===== src/rtl/eca_regs_pkg.sv =====
// ============================================================================
// Module      : eca_regs_pkg
// Description : Shared register map, CTRL/STATUS bit positions and CFG_KM
//               field ranges for the ECA register responder.
// Revision    : 1.0 - initial release
// ============================================================================
`default_nettype none

package eca_regs_pkg;

    // Register addresses
    localparam int ADDR_CTRL    = 0;
    localparam int ADDR_STATUS  = 1;
    localparam int ADDR_CFG_KM  = 2;
    localparam int ADDR_SCRATCH = 3;

    // CTRL bits (write-only pulses, register reads as 0)
    localparam int CTRL_START_BIT  = 0;
    localparam int CTRL_SW_RST_BIT = 1;

    // STATUS bits
    localparam int STATUS_BUSY_BIT     = 0;  // read-only engine busy
    localparam int STATUS_DONE_BIT     = 1;  // sticky, write-1-to-clear
    localparam int STATUS_ADDR_ERR_BIT = 2;  // sticky, write-1-to-clear

    // CFG_KM fields
    localparam int CFG_K_LSB = 0;
    localparam int CFG_K_MSB = 7;
    localparam int CFG_M_LSB = 8;
    localparam int CFG_M_MSB = 15;

endpackage : eca_regs_pkg

`default_nettype wire


===== src/rtl/eca_regs_rd_resp.sv =====
// ============================================================================
// Module      : eca_regs_rd_resp
// Description : Read-response FSM. Captures the read value in the request
//               cycle and presents it for one cycle with a valid pulse.
//               Back-to-back requests give back-to-back responses.
//               Optional macro ECA_REGS_RD_PIPE_EN adds one output register
//               stage (latency 2, throughput unchanged).
// Revision    : 1.0 - initial release
// ============================================================================
`default_nettype none

module eca_regs_rd_resp #(
    parameter int DATA_W = 32
) (
    input  logic              clk,
    input  logic              rst_n,
    input  logic              rd_req,
    input  logic [DATA_W-1:0] rd_data_in,
    output logic [DATA_W-1:0] regs_rd_data,
    output logic              regs_rd_data_val
);

    localparam logic [0:0] S_IDLE = 1'b0;
    localparam logic [0:0] S_RESP = 1'b1;

    logic [0:0]        r_state;
    logic [0:0]        w_state_next;
    logic [DATA_W-1:0] r_data;
    logic              w_val;
    logic [DATA_W-1:0] w_data;

    // State register
    always_ff @(posedge clk or negedge rst_n) begin
        if (!rst_n) begin
            r_state <= S_IDLE;
        end else begin
            r_state <= w_state_next;
        end
    end

    // Next state: any request (from IDLE or RESP) yields a RESP cycle
    always_comb begin
        w_state_next = S_IDLE;
        if (rd_req) begin
            w_state_next = S_RESP;
        end
    end

    // Capture read value in the request cycle (read-before-write ordering)
    always_ff @(posedge clk or negedge rst_n) begin
        if (!rst_n) begin
            r_data <= '0;
        end else begin
            r_data <= rd_req ? rd_data_in : '0;
        end
    end

    // Outputs: data is forced to zero outside a response cycle
    always_comb begin
        w_val  = (r_state == S_RESP);
        w_data = '0;
        if (r_state == S_RESP) begin
            w_data = r_data;
        end
    end

`ifdef ECA_REGS_RD_PIPE_EN
    logic              r_pipe_val;
    logic [DATA_W-1:0] r_pipe_data;

    // Extra output stage; async reset still kills an in-flight response
    always_ff @(posedge clk or negedge rst_n) begin
        if (!rst_n) begin
            r_pipe_val  <= 1'b0;
            r_pipe_data <= '0;
        end else begin
            r_pipe_val  <= w_val;
            r_pipe_data <= w_data;
        end
    end

    assign regs_rd_data_val = r_pipe_val;
    assign regs_rd_data     = r_pipe_data;
`else
    assign regs_rd_data_val = w_val;
    assign regs_rd_data     = w_data;
`endif

endmodule : eca_regs_rd_resp

`default_nettype wire


===== src/rtl/eca_regs_responder.sv =====
// ============================================================================
// Module      : eca_regs_responder
// Description : Register file at the far end of the ECA host register IF.
//               CTRL pulses, STATUS (busy / sticky done / sticky addr_err),
//               CFG_KM (frozen while engine busy), SCRATCH and generic RW regs.
//               Macro ECA_REGS_RD_PIPE_EN selects read latency 2 (else 1).
// Revision    : 1.0 - initial release
// ============================================================================
`default_nettype none

module eca_regs_responder
    import eca_regs_pkg::*;
#(
    parameter int                      COMMON_REG_W = 32,
    parameter int                      NUM_REGS     = 16,
    parameter logic [COMMON_REG_W-1:0] SCRATCH_RST  = '0,
    localparam int                     REGS_ADDR_W  = $clog2(NUM_REGS)
) (
    input  logic                             clk,
    input  logic                             rst_n,
    input  logic                             regs_wr_req,
    input  logic [REGS_ADDR_W-1:0]           regs_wr_addr,
    input  logic [COMMON_REG_W-1:0]          regs_wr_data,
    input  logic                             regs_rd_req,
    input  logic [REGS_ADDR_W-1:0]           regs_rd_addr,
    output logic [COMMON_REG_W-1:0]          regs_rd_data,
    output logic                             regs_rd_data_val,
    input  logic                             eng_busy,
    input  logic                             eng_done,
    output logic                             ctrl_start,
    output logic                             ctrl_sw_rst,
    output logic [NUM_REGS*COMMON_REG_W-1:0] cfg_regs
);

    localparam logic [REGS_ADDR_W:0]    c_num_regs    = (REGS_ADDR_W+1)'(NUM_REGS);
    localparam logic [COMMON_REG_W-1:0] c_cfg_km_mask =
        (COMMON_REG_W'(1) << (CFG_M_MSB + 1)) - COMMON_REG_W'(1);

    logic                    w_wr_in_range;
    logic                    w_rd_in_range;
    logic                    w_wr_ctrl;
    logic                    w_wr_status;
    logic                    w_done_clr;
    logic                    w_err_clr;
    logic                    w_err_set;
    logic                    w_sticky_clr;
    logic                    r_ctrl_start;
    logic                    r_ctrl_sw_rst;
    logic                    r_busy;
    logic                    r_done;
    logic                    r_addr_err;
    logic [COMMON_REG_W-1:0] w_image [NUM_REGS];
    logic [COMMON_REG_W-1:0] w_rd_value;

    // Write/read address decode and STATUS event terms
    always_comb begin
        w_wr_in_range = ({1'b0, regs_wr_addr} < c_num_regs);
        w_rd_in_range = ({1'b0, regs_rd_addr} < c_num_regs);
        w_wr_ctrl     = regs_wr_req && (regs_wr_addr == REGS_ADDR_W'(ADDR_CTRL));
        w_wr_status   = regs_wr_req && (regs_wr_addr == REGS_ADDR_W'(ADDR_STATUS));
        w_done_clr    = w_wr_status && regs_wr_data[STATUS_DONE_BIT];
        w_err_clr     = w_wr_status && regs_wr_data[STATUS_ADDR_ERR_BIT];
        w_sticky_clr  = w_wr_ctrl && regs_wr_data[CTRL_SW_RST_BIT];
        w_err_set     = (regs_wr_req && !w_wr_in_range) ||
                        (regs_rd_req && !w_rd_in_range);
    end

    // CTRL pulses: high exactly the cycle after the CTRL write
    always_ff @(posedge clk or negedge rst_n) begin
        if (!rst_n) begin
            r_ctrl_start  <= 1'b0;
            r_ctrl_sw_rst <= 1'b0;
        end else begin
            r_ctrl_start  <= w_wr_ctrl && regs_wr_data[CTRL_START_BIT];
            r_ctrl_sw_rst <= w_sticky_clr;
        end
    end

    // STATUS: busy mirror; sticky bits where a set event beats any clear
    always_ff @(posedge clk or negedge rst_n) begin
        if (!rst_n) begin
            r_busy     <= 1'b0;
            r_done     <= 1'b0;
            r_addr_err <= 1'b0;
        end else begin
            r_busy     <= eng_busy;
            r_done     <= eng_done  || (r_done     && !w_done_clr && !w_sticky_clr);
            r_addr_err <= w_err_set || (r_addr_err && !w_err_clr  && !w_sticky_clr);
        end
    end

    assign w_image[ADDR_CTRL] = '0;

    always_comb begin
        w_image[ADDR_STATUS]                      = '0;
        w_image[ADDR_STATUS][STATUS_BUSY_BIT]     = r_busy;
        w_image[ADDR_STATUS][STATUS_DONE_BIT]     = r_done;
        w_image[ADDR_STATUS][STATUS_ADDR_ERR_BIT] = r_addr_err;
    end

    // Storage registers: CFG_KM, SCRATCH and the generic RW registers
    generate
        for (genvar i = ADDR_CFG_KM; i < NUM_REGS; i++) begin : g_rw_reg
            localparam logic [REGS_ADDR_W-1:0]  c_idx  = REGS_ADDR_W'(i);
            localparam logic [COMMON_REG_W-1:0] c_mask =
                (i == ADDR_CFG_KM) ? c_cfg_km_mask : '1;
            localparam logic [COMMON_REG_W-1:0] c_rst  =
                (i == ADDR_SCRATCH) ? SCRATCH_RST : '0;

            logic r_unused_lock;
            logic [COMMON_REG_W-1:0] r_val;
            logic                    w_wr_en;

            // CFG_KM is locked while the engine runs
            assign r_unused_lock = (i == ADDR_CFG_KM) && eng_busy;
            assign w_wr_en = regs_wr_req && (regs_wr_addr == c_idx) && !r_unused_lock;

            // Register update on an accepted write
            always_ff @(posedge clk or negedge rst_n) begin
                if (!rst_n) begin
                    r_val <= c_rst;
                end else if (w_wr_en) begin
                    r_val <= regs_wr_data & c_mask;
                end
            end

            assign w_image[i] = r_val;
        end

        for (genvar i = 0; i < NUM_REGS; i++) begin : g_flat
            assign cfg_regs[i*COMMON_REG_W +: COMMON_REG_W] = w_image[i];
        end
    endgenerate

    // Read mux sampled in the request cycle; out-of-range reads return 0
    always_comb begin
        w_rd_value = '0;
        if (w_rd_in_range) begin
            w_rd_value = w_image[regs_rd_addr];
        end
    end

    eca_regs_rd_resp #(
        .DATA_W (COMMON_REG_W)
    ) u_rd_resp (
        .clk              (clk),
        .rst_n            (rst_n),
        .rd_req           (regs_rd_req),
        .rd_data_in       (w_rd_value),
        .regs_rd_data     (regs_rd_data),
        .regs_rd_data_val (regs_rd_data_val)
    );

    assign ctrl_start  = r_ctrl_start;
    assign ctrl_sw_rst = r_ctrl_sw_rst;

endmodule : eca_regs_responder

`default_nettype wire

===== config.mk =====
export PLATFORM = sky130hd
export DESIGN_NAME = eca_regs_responder
export DESIGN_NICKNAME = d
export VERILOG_FILES = /design/src/rtl/eca_regs_pkg.sv /design/src/rtl/eca_regs_rd_resp.sv /design/src/rtl/eca_regs_responder.sv
export SDC_FILE = /design/constraint.sdc
export NUM_CORES = 1
export LEC_CHECK = 0
export BUFFER_PORTS_ARGS = -buffer_cell sky130_fd_sc_hd__clkbuf_2
export CORE_AREA = 2 2 229 231
export DETAILED_ROUTE_END_ITERATION = 7
export DIE_AREA = 0 0 231 233
export PLACE_DENSITY_LB_ADDON = 0.2
export SETUP_SLACK_MARGIN = 0.5
export SLEW_MARGIN = 30
export SYNTH_ARGS = -nofsm -noshare
export SYNTH_HDL_FRONTEND = slang
export SYNTH_SLANG_ARGS = --single-unit

===== constraint.sdc =====
create_clock -name clk -period 1.27 [get_ports clk]
set_input_delay 0 -clock clk [delete_from_list [all_inputs] [get_ports clk]]
set_output_delay 0 -clock clk [all_outputs]
set_load 0.01 [all_outputs]

==> results.cfg, run 1 <==
[floorplan]
die_h_um = 233
ios = 593
die-area_um2 = 53820
die_w_um = 231
row_count = 83
core_area_um2 = 51090
start_util_pct = 42.31

[worst_setup_path]
critPathMaxFanout = 25
critPathArrivalTime_ns = 1.56
crit_path_cell_trace = buf_12 > and2_1 > buf_2
cp-start-kind = register
endpoint_kind = output pin
worst-path-buf-inv = 2
cpPeakStageDelay_ns = 0.39
worstSetupPathType = register to output pin
critPathSlowestCell = dfrtp_2
path_delay_family = flip-flops
worstPathRequired_ns = 1.27

[synthesis]
synth_top_area_share_pct = 54.40
ys_ff_latch = 470
yosysSeqAreaShare_pct = 54.40
synth-main-ff-cell = dfrtp_1
synth_area_leaders = dfrtp_1, mux2_2, mux4_2
syn_avg_cell_area_um2 = 14.28
netlist_area_um2 = 21620
synth_edf_count = 0
ys_types = 38
synth_cells = 1514
yosys_warnings = 0
postSynth.asyncResetShare_pct = 100.0
yosys.area.top_type = dfrtp_1

[power_and_ir_drop]
leakage_nw = 16.63
vdd_drop_max_mv = 1.221
p_per_area_nw_per_um2 = 1701

[final_layout]
final_common_cell = dfrtp_1
fill_cells = 3580
fin_cells = 3178
layout_common_cells = dfrtp_1, buf_6, clkbuf_2, mux2_4, buf_4
drive_above_1_share_pct = 65.36
area_growth_pct = 59.35
finalNetCount = 2503
regArea_um2 = 11770
multi_input_area_um2 = 10220

[cts]
root_buffer = clkbuf_16
clock_sinks = 470
h-tree-depth = 2
clk_pin_slew_ns = 0.06
cts_tree = yes
cts_buffer_depth = 3
clock_latency_ns = 0.61
cts_made_buffers = 53

[placed_design]
dp_hpwl_um = 55540
gp_congestion = 0.8264
portBuffers = 515
dp.cells = 2861

[timing]
skew_ns = 0.01591
setup_ws_ns = -0.2920
fmax_mhz = 640.2
min_period_ns = 1.562
drv_slew = 0
hold_ws_ns = -0.2013
worstMarginPinSlew_ns = 0.9635
rsz0062_at_grt = true
slew-limit-headroom_pct = 35.47
hold_viol = 24
setup_viol = 183
finalCritPeriodShare_pct = 123.0

[grt]
grt_use_total_pct = 29.82
first_global_vias = 17650
grt_first_pass_wirelength_um = 118400
antenna_found_initial = 1
overflow = 0
grt_max_degree = 63

[drt]
drtAntennaViolNets = 0
drc = 0
vias_per_cell = 5.331
routed_wl_um = 84140
drt_iter0_drc = 1070
route.vias.total = 16940
drtPass1Iterations = 5
routed_wire_length_per_instance_um = 26.47

[status]
status = complete, but fails checks
violations = negative hold slack, negative setup slack

[min_path]
hold_class = primary input to register

[job]
maxCapViolations = 0
## flip-flops by register name, summed over array words and instances, names as in the netlist
register / cells
ctrl_sw_rst: 1
ctrl_start: 1
g_rw.r_val: 432
u_rd_resp.regs_rd_data_val: 1
r_addr_err: 1
r_done: 1
u_rd_resp.r_data: 32
r_busy: 1
## area by class of cell
class / instances / area share, %
Clock buffer: 86 / 4.711
Sequential cell: 470 / 34.15
Timing Repair Buffer: 1024 / 28.75
Tap cell: 680 / 2.470
Inverter: 1 / 0.01453
Antenna cell: 1 / 0.007264
Clock inverter: 9 / 0.2215
Multi-Input combinational cell: 907 / 29.67
## cell families after synthesis
kind of cell           after synthesis  share of synthesized area, %
DFF                                470                         54.40
and+or+nand+nor                    123                         2.923
AOI/OAI and AO/OA                  126                         4.213
other                                1                       0.01735
buffers and inverters              213                         5.550
muxes                              581                         32.90
## where the power goes
part	switching (mW)	internal [mW]	leakage (nW)	total (mW)
combinational	8.63	13.7	10.0	22.4
sequential	2.77	18.3	5.80	21.1
clock	6.30	8.87	0.835	15.2
## tightest hold or removal path, cell delays in order
cell and delay, ns:
buf_6 0.08, or3b_4 0.13, buf_6 0.11, nor4b_1 0.05
## metal layers
metal / wire length, um / track usage, % / vias up
li1: - / - / 7222
met4: 2225 / 8.226 / 2
met3: 5817 / 6.850 / 136
met5: 12 / 0 / -
met1: 34660 / 39.02 / 8912
met2: 41420 / 49.77 / 670
## synth_stat cells, types with 18 or more instances
cell,number
dfrtp_1,470
mux2_2,430
buf_4,87
mux2i_1,79
clkbuf_1,63
mux4_2,56
nor2_1,55
buf_2,47
and2_1,33
a21oi_1,20
o22ai_1,20
a22o_1,18
## through the flow
stage          setup slack [ns]  power (mW)  cell area [um^2]  util [%]  setup TNS [ns]
2_1_floorplan           -0.2713       28.67             23390         -          -9.804
3_3_place_gp            -0.3184       36.78             27850     54.52          -85.89
5_1_grt                 -0.3035       60.93             34450     67.42          -25.43
3_5_place_dp            -0.3426       37.11             27850     54.52          -90.93
4_1_cts                 -0.3084       55.87             32410     63.43          -12.00
6_report                -0.2920       58.61             34450     67.43          -19.06
## repair_timing
action	in CTS	in global routing
hold buffers	41	3
endpoints found under the hold margin	929	24
setup endpoints to repair	931	939
setup buffers	115	57
cloned	0	5
pin swaps	9	14
gates resized for setup	316	497
## path summary, 6_finish.rpt
check                                                           from  slack, ns  depth (start not counted)                            endpoint
worst max-delay path            u_rd_resp.regs_rd_data_val$_DFF_PN0_      -0.29                          3                     regs_rd_data[7]
worst min-delay path                                 regs_wr_addr[3]      -0.20                          4                ctrl_start$_DFF_PN0_
worst max register to register      g_rw_reg[7].r_val[0]$_DFFE_PN0P_      -0.17                          4       u_rd_resp.r_data[0]$_DFF_PN0_
worst min register to register    g_rw_reg[12].r_val[22]$_DFFE_PN0P_       0.53                          1  g_rw_reg[12].r_val[22]$_DFFE_PN0P_
max in group asynchronous                                      rst_n       0.59                          5   g_rw_reg[8].r_val[28]$_DFFE_PN0P_
min in group asynchronous                                      rst_n      -0.08                          3   g_rw_reg[9].r_val[18]$_DFFE_PN0P_
Note: power is estimated with default switching activity, not from simulation.
==> run 2: changes to the inputs <==
--- a/config.mk
+++ b/config.mk
@@ -12,4 +12,5 @@
 export PLACE_DENSITY_LB_ADDON = 0.2
 export SETUP_SLACK_MARGIN = 0.5
+export SKIP_LAST_GASP = 1
 export SLEW_MARGIN = 30
 export SYNTH_ARGS = -nofsm -noshare
==> constraint.sdc (replaced) <==
create_clock -name clk -period 1.27 [get_ports clk]
set_input_delay 0.254 -clock clk [delete_from_list [all_inputs] [get_ports clk]]
set_output_delay 0.254 -clock clk [all_outputs]
set_load 0.01 [all_outputs]
==> results.cfg, run 2 (same netlist as run 1, synthesis figures left out) <==
[grt]
grt_max_degree = 67
overflow = 0
antenna_found_initial = 3
first_global_vias = 18860
grt_first_pass_wirelength_um = 125800
grt_use_total_pct = 31.74

[timing]
rsz0062_at_grt = true
setup_viol = 507
hold_ws_ns = -0.4853
hold_viol = 326
drv_slew = 0
fmax_mhz = 550.8
min_period_ns = 1.816
slew-limit-headroom_pct = 47.19
skew_ns = 0.01047
setup_ws_ns = -0.5456
finalCritPeriodShare_pct = 143.0
worstMarginPinSlew_ns = 0.7914

[power_and_ir_drop]
p_per_area_nw_per_um2 = 1686
p_total_mw = 63.14
leakage_nw = 18.42
vdd_drop_max_mv = 1.471

[final_layout]
area_growth_pct = 73.19
num_antenna_cells = 0
finalNetCount = 2756
top_register = g_rw.r_val
final_common_cell = dfrtp_1
layout_common_cells = dfrtp_1, buf_4, buf_6, mux2_4, clkbuf_2
final_util_pct = 73.28
final_area_um2 = 37440
largest_register_ffs = 432
drive_above_1_share_pct = 70.20
fin_cells = 3428
top_regs = g_rw.r_val (432), u_rd_resp.r_data (32)
fill_cells = 3138

[status]
status = complete, but fails checks
violations = negative hold slack, negative setup slack

[placed_design]
dp_hpwl_um = 56190
postPlaceCellArea_um2 = 28550
post-place-ws_ns = -0.6772
gp_congestion = 0.8416
portBuffers = 515
dp.cells = 2890

[drt]
routed_wire_length_per_instance_um = 26.30
drt_iter0_drc = 1171
drc = 0
drtAntennaViolNets = 0
routed_wl_um = 90150
vias_per_cell = 5.349
drtPass1Iterations = 5
route.vias.total = 18340

[cts]
ctsHoldBuffers = 5
cts_made_buffers = 51
cts_tree = yes
clock_latency_ns = 0.60
clock_sinks = 470
clk_pin_slew_ns = 0.06
h-tree-depth = 2
root_buffer = clkbuf_16
cts_buffer_depth = 3

[worst_setup_path]
r2r_start = g_rw_reg[12].r_val[3]$_DFFE_PN0P_
rrSetupSlack_ns = -0.24
critPathMaxFanout = 10
worstSetupPathType = register to output pin
cpPeakStageDelay_ns = 0.44
cp-start-kind = register
timing.rr.end = u_rd_resp.r_data[3]$_DFF_PN0_
rr_worst_depth = 5
endpoint_kind = output pin
critPathArrivalTime_ns = 1.56
crit_path_cell_trace = buf_12 > and2_1 > clkbuf_2
worstPathRequired_ns = 1.02
critPathSlowestCell = dfrtp_2

[floorplan]
start_util_pct = 42.31
ios = 593
core_area_um2 = 51090
die_w_um = 231
die-area_um2 = 53820
die_h_um = 233
row_count = 83

[job]
maxCapViolations = 0

[min_path]
hold_class = primary input to async pin
## run 2: changes by cell type in the layout (fill, tap and decap cells not counted), moves of 12 or more
cell	delta
buf_4	+259
mux2_2	-79
mux2_4	+79
clkbuf_2	-68
buf_6	+67
dlygate4sd3_1	-36
clkbuf_8	+15
buf_16	+12
## run 2: power by group
group | internal [mW] | total, mW | switching (mW)
registers | 18.3 | 21.0 | 2.67
clock network | 9.20 | 15.5 | 6.28
logic | 16.9 | 26.7 | 9.78
## run 2: timing repair
action | CTS | global route
endpoints found under the hold margin | 404 | 318
setup buffers | 318 | 108
endpoints found under the setup margin | 935 | 960
gates cloned | 14 | 2
pin swaps | 20 | 23
gates resized for setup | 381 | 577
## run 2: area by class of cell
cell class | count | area, um^2 | area share (%)
Clock buffer | 74 | 1505 | 4.020
Multi-Input combinational cell | 907 | 10570 | 28.22
Sequential cell | 470 | 11770 | 31.43
Tap cell | 680 | 850.8 | 2.272
Timing Repair Buffer | 1279 | 12530 | 33.46
Inverter | 1 | 5.005 | 0.01337
Clock inverter | 17 | 217.7 | 0.5815
## run 2: routing by layer
metal  vias up  routed length, um  global-route usage [%]  part of all wire, %
li1       7733                  -                       -                    -
met2       797              45260                   54.30                   50
met5         -                 40                       0                0.044
met1      9625              35620                   41.14                   40
met3       174               6393                   6.556                  7.1
met4         6               2831                   8.145                  3.1
## run 2: worst max-delay path, delay by kind of cell, from the launching register on
kind,cells,cell delay (ns)
flops,1,0.44
buf+inv,2,0.32
simple gates,1,0.20
## run 2: how the worst max path moves through the flow
stage / endpoint / start / cells past startpoint / slack, ns
floorplan: g_rw_reg[2].r_val[10]$_DFFE_PN0P_ / regs_wr_addr[3] / 6 / -0.53
global placement: g_rw_reg[2].r_val[14]$_DFFE_PN0P_ / regs_wr_addr[3] / 5 / -0.67
detailed placement: g_rw_reg[2].r_val[14]$_DFFE_PN0P_ / regs_wr_addr[3] / 5 / -0.68
CTS: regs_rd_data[30] / u_rd_resp.regs_rd_data_val$_DFF_PN0_ / 3 / -0.56
global route: regs_rd_data[3] / u_rd_resp.regs_rd_data_val$_DFF_PN0_ / 3 / -0.58
finish: regs_rd_data[3] / u_rd_resp.regs_rd_data_val$_DFF_PN0_ / 3 / -0.55
## run 2: per-stage QoR
stage	setup TNS [ns]	hold WS (ns)
6_report	-87.10	-0.4853
5_1_grt	-108.26	-0.5133
4_1_cts	-98.07	-0.5100
3_5_place_dp	-211.13	0.1173
3_3_place_gp	-204.24	0.1173
2_1_floorplan	-89.40	-0.04159
